===== config.mk =====
export PLATFORM = sky130hd
export DESIGN_NAME = d_branch_unit
export DESIGN_NICKNAME = d
export VERILOG_FILES = /design/src/rtl/d_branch_pkg.sv /design/src/rtl/d_bht.sv /design/src/rtl/d_branch_unit.sv
export SDC_FILE = /design/constraint.sdc
export NUM_CORES = 1
export LEC_CHECK = 0
export ABC_AREA = 1
export CAP_MARGIN = 25
export CORE_ASPECT_RATIO = 1.2
export CORE_MARGIN = 3
export CORE_UTILIZATION = 43
export CTS_CLUSTER_SIZE = 30
export DETAILED_ROUTE_END_ITERATION = 10
export PLACE_DENSITY = 0.93
export RECOVER_POWER = 100
export SYNTH_ARGS = -nofsm -noshare
export SYNTH_HDL_FRONTEND = slang
export SYNTH_SLANG_ARGS = --single-unit

===== constraint.sdc =====
create_clock -name clk -period 2.47 [get_ports clk]
set_clock_uncertainty 0.05 [all_clocks]
set_input_delay 0.247 -clock clk [delete_from_list [all_inputs] [get_ports clk]]
set_output_delay 0.247 -clock clk [all_outputs]
set_load 0.01 [all_outputs]

===== src/rtl/d_branch_pkg.sv =====
// Shared definitions for the D-stage branch unit: compare-op encodings,
// predictor counter constants and the saturating counter update rule.
package d_branch_pkg;

    typedef enum logic [2:0] {
        OP_BEQ    = 3'b000,
        OP_BNE    = 3'b001,
        OP_BLEZ   = 3'b010,
        OP_BGTZ   = 3'b011,
        OP_BLTZ   = 3'b100,
        OP_BGEZ   = 3'b101,
        OP_NONE_A = 3'b110,
        OP_NONE_B = 3'b111
    } cmp_op_e;

    // Weakly not-taken: first taken outcome flips the prediction.
    localparam logic [1:0] CTR_RESET = 2'b01;
    localparam logic [1:0] CTR_MAX   = 2'b11;
    localparam logic [1:0] CTR_MIN   = 2'b00;

    // Next value of a 2-bit saturating counter given the resolved outcome.
    function automatic logic [1:0] ctr_next(input logic [1:0] ctr, input logic taken);
        logic [1:0] nxt;
        if (taken) begin
            if (ctr == CTR_MAX) begin
                nxt = ctr;
            end else begin
                nxt = ctr + 2'd1;
            end
        end else begin
            if (ctr == CTR_MIN) begin
                nxt = ctr;
            end else begin
                nxt = ctr - 2'd1;
            end
        end
        return nxt;
    endfunction

endpackage


===== src/rtl/d_bht.sv =====
// Branch history table: DEPTH 2-bit saturating counters with one
// combinational read port and one synchronous saturating-update write port.
// Reset forces every counter to the weakly-not-taken value asynchronously,
// which also discards any update that would have landed on the next edge.
module d_bht
    import d_branch_pkg::*;
#(
    parameter int DEPTH = 16,
    parameter int IDX_W = 4
) (
    input  logic             clk,
    input  logic             reset,
    input  logic [IDX_W-1:0] rd_idx,
    output logic [1:0]       rd_ctr,
    input  logic             wr_en,
    input  logic [IDX_W-1:0] wr_idx,
    input  logic             wr_taken
);

    logic [1:0] ctr_r [DEPTH];

    // Counter storage: async clear to weakly-not-taken, saturating update on write.
    always_ff @(posedge clk or negedge reset) begin
        if (!reset) begin
            for (int i = 0; i < DEPTH; i++) begin
                ctr_r[i] <= CTR_RESET;
            end
        end else if (wr_en) begin
            ctr_r[wr_idx] <= ctr_next(ctr_r[wr_idx], wr_taken);
        end
    end

    // Read port returns the stored value; a same-cycle write is not bypassed.
    always_comb begin
        rd_ctr = ctr_r[rd_idx];
    end

endmodule


===== src/rtl/d_branch_unit.sv =====
// D-stage branch resolution with a bimodal predictor for the F stage.
// Optional statistics counters are enabled by defining BRANCH_STATS_EN.
module d_branch_unit
    import d_branch_pkg::*;
#(
    parameter int WIDTH     = 32,
    parameter int BHT_DEPTH = 16
) (
    input  logic             clk,
    input  logic             reset,
    input  logic             d_valid,
    input  logic             d_stall,
    input  logic [2:0]       d_cmp_op,
    input  logic [WIDTH-1:0] d_rdata1,
    input  logic [WIDTH-1:0] d_rdata2,
    input  logic [31:0]      d_pc,
    input  logic             d_pred_taken,
    input  logic [31:0]      f_pc,
    output logic             d_taken,
    output logic             d_mispredict,
    output logic             f_pred_taken
`ifdef BRANCH_STATS_EN
    ,
    output logic [31:0]      stat_branches,
    output logic [31:0]      stat_mispredicts
`endif
);

    localparam int IDX_W = (BHT_DEPTH > 1) ? $clog2(BHT_DEPTH) : 1;

    logic             is_branch_s;
    logic             cond_s;
    logic             op_neg_s;
    logic             op_zero_s;
    logic             update_s;
    logic [1:0]       rd_ctr_s;
    logic [IDX_W-1:0] f_idx_s;
    logic [IDX_W-1:0] d_idx_s;
    logic             unused_pc_bits_s;

    assign f_idx_s = f_pc[IDX_W+1:2];
    assign d_idx_s = d_pc[IDX_W+1:2];
    assign unused_pc_bits_s = ^{f_pc[31:IDX_W+2], f_pc[1:0], d_pc[31:IDX_W+2], d_pc[1:0]};

    // Zero-compare helpers: two's-complement sign and all-zero test of rdata1.
    always_comb begin
        op_neg_s  = d_rdata1[WIDTH-1];
        op_zero_s = (d_rdata1 == {WIDTH{1'b0}});
    end

    // Decode the compare op into the branch condition and branch/non-branch class.
    always_comb begin
        cond_s      = 1'b0;
        is_branch_s = 1'b1;
        case (d_cmp_op)
            OP_BEQ:  cond_s = (d_rdata1 == d_rdata2);
            OP_BNE:  cond_s = (d_rdata1 != d_rdata2);
            OP_BLEZ: cond_s = op_neg_s | op_zero_s;
            OP_BGTZ: cond_s = ~op_neg_s & ~op_zero_s;
            OP_BLTZ: cond_s = op_neg_s;
            OP_BGEZ: cond_s = ~op_neg_s;
            default: begin
                cond_s      = 1'b0;
                is_branch_s = 1'b0;
            end
        endcase
    end

    // Resolution, misprediction and the single per-instruction update strobe.
    always_comb begin
        d_taken      = d_valid & cond_s;
        d_mispredict = d_valid & is_branch_s & (d_taken != d_pred_taken);
        update_s     = d_valid & ~d_stall & is_branch_s;
    end

    d_bht #(
        .DEPTH (BHT_DEPTH),
        .IDX_W (IDX_W)
    ) u_bht (
        .clk      (clk),
        .reset    (reset),
        .rd_idx   (f_idx_s),
        .rd_ctr   (rd_ctr_s),
        .wr_en    (update_s),
        .wr_idx   (d_idx_s),
        .wr_taken (d_taken)
    );

    // F-stage prediction: counter MSB, held not-taken while in reset.
    always_comb begin
        if (!reset) begin
            f_pred_taken = 1'b0;
        end else begin
            f_pred_taken = rd_ctr_s[1];
        end
    end

`ifdef BRANCH_STATS_EN
    logic [31:0] stat_branches_r;
    logic [31:0] stat_mispredicts_r;

    // Saturating counts of resolved branches and of mispredicted ones.
    always_ff @(posedge clk or negedge reset) begin
        if (!reset) begin
            stat_branches_r    <= 32'd0;
            stat_mispredicts_r <= 32'd0;
        end else if (update_s) begin
            if (stat_branches_r != 32'hFFFF_FFFF) begin
                stat_branches_r <= stat_branches_r + 32'd1;
            end
            if (d_mispredict && (stat_mispredicts_r != 32'hFFFF_FFFF)) begin
                stat_mispredicts_r <= stat_mispredicts_r + 32'd1;
            end
        end
    end

    assign stat_branches    = stat_branches_r;
    assign stat_mispredicts = stat_mispredicts_r;
`endif

endmodule


==> impl_summary.txt <==
----------------------------------------------------
[Clock tree]
  H-tree depth ... 2
  Total clock buffers created by CTS ... 5
  Root buffer cell ... sky130_fd_sc_hd__clkbuf_8
  Number of buffers on the longest clock path ... 2
  Clk slew on worst S/H paths ... 70 ps
  Number of buffers inserted for hold repair after clock tree synthesis ... 0
  Number of sinks driven by the clock tree ... 32
  CTS tree ... done
  Post-CTS Setup Inserts ... 0
  Clock insertion delay at the later pin of the skew report ... 290 ps

[Route]
  DR vias/cell ... 5.11
  Antenna Nets Post-Route ... 0
  Total via count in the routed design ... 2936
  Routed wire length ... 7.82 mm
  Remaining DRCs ... 0
  Routed wire per std cell ... 13.6 µm
  Iteration count of the initial detailed-routing pass ... 5
  Initial DRC count ... 129

[Final layout]
  Number of nets in the layout ... 630
  Share of post-route cells with drive strength above 1 ... 0.111
  Number of diodes added for antenna fixing ... 0
  Largest register by flop count ... u_bht.ctr_r
  Core utilization of the finished layout ... 0.624
  Area Overhead vs Synth ... 38.3%
  Flip-flop count of the largest register, all copies and words added ... 32
  Top Registers ... u_bht.ctr_r x32

[Floorplanning]
  Starting density of the core ... 0.451
  Full die area ... 7000 µm²
  Die width ... 76.9 µm
  Die Y ... 91.0 µm
  Area inside the core boundary ... 5740 µm²
  I/O pins ... 139
  Standard-cell row count ... 30

[Critical path]
  Cell at the slowest stage of the critical path ... sky130_fd_sc_hd__clkdlybuf4s50_1
  Internal reg-to-reg setup slack ... 640 ps
  Number of buffer and inverter instances along the worst setup path ... 2
  Depth of the worst register-to-register path ... 10
  Cells along the critical path ... clkdlybuf4s50_1 -> xnor2_1 -> nand2_1 -> nor2_1 -> nand2_1 -> nor2_1 -> nand2_1 -> nand2_1 -> nand2_1 -> nand2_2 -> o21bai_1 -> a21oi_1 -> clkdlybuf4s15_1
  Endpoint kind of the worst setup timing path ... output pin
  Crit. path cell count ... 13
  Worst r2r dst ... u_bht.ctr_r[19]
  Top cell by count, worst path ... sky130_fd_sc_hd__nand2_1
  Crit path DAT ... 2030 ps
  Startpoint of the worst setup timing path ... d_rdata1[15]
  Worst setup SP type ... input pin
  Highest net fanout along the worst path ... 3
  End point of the critical path ... d_mispredict
  Critical path's top delay family ... buffers and inverters
  Start-to-end type of the worst setup path ... input pin to output pin
  Critical R2R Launch ... u_bht.ctr_r[7]
  Required arrival time at the worst endpoint ... 2170 ps
  Delay of the slowest critical-path stage ... 470 ps

[Synth]
  Most area-hungry cell type in the Yosys netlist ... sky130_fd_sc_hd__nand2_1
  Most frequent cells after synthesis ... 156 x sky130_fd_sc_hd__nand2_1, 56 x sky130_fd_sc_hd__nor2_1, 48 x sky130_fd_sc_hd__inv_1
  Cell area after technology mapping ... 2590 µm²
  Total of flip-flops plus latches after synthesis ... 32
  Sequential fraction of the synthesis area ... 0.317
  Fraction of post-synthesis cell area in the top cell type by area ... 0.226
  Area contributors post-synth ... sky130_fd_sc_hd__nand2_1 23%, sky130_fd_sc_hd__dfstp_2 16%, sky130_fd_sc_hd__dfrtp_1 15%
  Instance count of the mapped netlist ... 404
  Yosys warning total ... 0
  Netlist cell types ... 27
  Post-synth EDFFs ... 0
  Most frequently used cell type in the post-synthesis netlist ... sky130_fd_sc_hd__nand2_1
  Average size of a mapped cell ... 6.41 µm²
  Number of nets in the synthesized netlist ... 540
  Flip-flop cell with the highest count after synthesis ... sky130_fd_sc_hd__dfstp_2
  Async S/R FF share, synth ... 1.00

[Timing]
  Final hold violation count ... 0
  Max-slew violation count ... 33
  Final-report setup violation count ... 0
  Slew @ Worst Pin ... 1720 ps
  Achievable Freq ... 430 MHz
  Tcrit/Tclk final ... 0.943
  Final worst path period need ... 2330 ps
  Unrepaired setup endpoints after global routing ... true
  Max-Slew Margin vs Limit ... -0.147

[Global route]
  Via count of the first global-routing pass ... 2963
  Aggregate global-route resource usage ... 0.230
  Global-route wire length before repair ... 13.1 mm
  Maximum number of pins on one net before global-route repair ... 33
  Antenna violations before repair ... 0
  Global route overflow ... 0

[Place]
  GPL Wtd Cong ... 0.982
  Half-perimeter wire length after detailed placement ... 6.18 mm
  Number of input and output port buffers inserted ... 82

[Power]
  Leakage ... 1.70 nW
  Total power ... 0.00143 W
  Cell area power density ... 399 nW/µm²
  Largest voltage drop on the vdd net ... 0.380 mV

[Hold path]
  Worst hold path type ... flip-flop to flip-flop

[Flow run]
  Max capacitance violation total ... 1

[Run status]
  Result of the run ... complete, but fails checks
  Violated checks ... capacitance limit, slew limit

----------------------------------------------------
cell families after synthesis:
family,Yosys count,synth area share
flops,32,0.317
buf+inv,55,0.0888
compound gates,38,0.0985
simple gates,256,0.418
xor+xnor,23,0.0777
through the flow:
step                hold WS (ps)  cell area (µm²)  cells  setup WS (ps)  setup TNS (ps)
detailed placement           411             3510    567           -152            -284
global route                 427             3580    575          -8.56           -8.56
floorplan                  -98.6             2590    404            972               0
CTS                          365             3600    575           85.9               0
global placement             404             3510    567           -150            -287
finish                       424             3580    575            142               0
report_power, final:
part | switching (W) | total, W | internal (W) | leakage, nW
clock | 0.000196 | 0.000450 | 0.000254 | 0.0515
combinational | 0.000183 | 0.000386 | 0.000203 | 1.26
sequential | 0.0000199 | 0.000592 | 0.000572 | 0.389
total | 0.000399 | 0.00143 | 0.00103 | 1.70
how the worst min path moves through the flow:
stage,startpoint,cells after the start,end
after floorplan,reset,0,u_bht.ctr_r[11]
after global placement,u_bht.ctr_r[18],2,u_bht.ctr_r[18]
after detailed placement,u_bht.ctr_r[12],2,u_bht.ctr_r[12]
after CTS,reset,2,u_bht.ctr_r[31]
after global routing,u_bht.ctr_r[10],2,u_bht.ctr_r[10]
final,u_bht.ctr_r[12],2,u_bht.ctr_r[12]
cells in the final DEF (no fill, tap or decap), types with 2 or more instances in the layout:
| cell | Yosys | routed |
|---|---|---|
| sky130_fd_sc_hd__xnor2_1 | 23 | 23 |
| sky130_fd_sc_hd__inv_1 | 48 | 48 |
| sky130_fd_sc_hd__inv_2 | 4 | 4 |
| sky130_fd_sc_hd__nor2_1 | 56 | 56 |
| sky130_fd_sc_hd__nand3_1 | 7 | 7 |
| sky130_fd_sc_hd__clkbuf_8 | 0 | 7 |
| sky130_fd_sc_hd__dlygate4sd3_1 | 0 | 2 |
| sky130_fd_sc_hd__nand2_2 | 24 | 17 |
| sky130_fd_sc_hd__nand4_1 | 4 | 4 |
| sky130_fd_sc_hd__dfrtp_1 | 16 | 16 |
| sky130_fd_sc_hd__o22ai_1 | 2 | 2 |
| sky130_fd_sc_hd__buf_4 | 0 | 3 |
| sky130_fd_sc_hd__a21oi_1 | 3 | 2 |
| sky130_fd_sc_hd__nand2_1 | 156 | 164 |
| sky130_fd_sc_hd__clkdlybuf4s50_1 | 0 | 77 |
| sky130_fd_sc_hd__o211ai_1 | 2 | 2 |
| sky130_fd_sc_hd__o21ai_0 | 11 | 11 |
| sky130_fd_sc_hd__o221ai_1 | 2 | 2 |
| sky130_fd_sc_hd__clkbuf_1 | 1 | 2 |
| sky130_fd_sc_hd__nor3_1 | 2 | 2 |
| sky130_fd_sc_hd__dfstp_2 | 16 | 16 |
| sky130_fd_sc_hd__a22oi_1 | 15 | 15 |
| sky130_fd_sc_hd__nor2_4 | 3 | 3 |
| sky130_fd_sc_hd__nor2_2 | 2 | 2 |
layout make-up:
type,instances,area (µm²)
Timing Repair Buffer,86,848
Clock buffer,8,100
Multi-Input combinational cell,317,1520
Fill cell,503,2160
Inverter,52,195
Sequential cell,32,821
Tap cell,80,100
worst reg2reg max path, cell delays in order, from the launching register on:
cell and delay, ps:
sky130_fd_sc_hd__dfrtp_1 400, sky130_fd_sc_hd__a22oi_1 280, sky130_fd_sc_hd__nand2_1 100, sky130_fd_sc_hd__nand2_1 70
sky130_fd_sc_hd__nand2_1 50, sky130_fd_sc_hd__nor2_1 190, sky130_fd_sc_hd__nand2_1 80, sky130_fd_sc_hd__nand3_1 100
sky130_fd_sc_hd__nand2_2 220, sky130_fd_sc_hd__nand2_1 140, sky130_fd_sc_hd__nand2_1 60
repair_timing:
action / 4_1_cts / 5_1_grt
setup endpoints to repair: 2 / 3
pin swaps: 0 / 1
resized for setup: 2 / 5
metal layers:
| layer | vias to the layer above | wire, µm | track usage |
|---|---|---|---|
| li1 | 1424 | - | - |
| met1 | 1339 | 3200 | 0.277 |
| met2 | 150 | 3740 | 0.395 |
| met3 | 23 | 698 | 0.0556 |
| met4 | 0 | 187 | 0.0831 |
| met5 | - | 0 | 0 |
(Power assumes the default switching activity.)
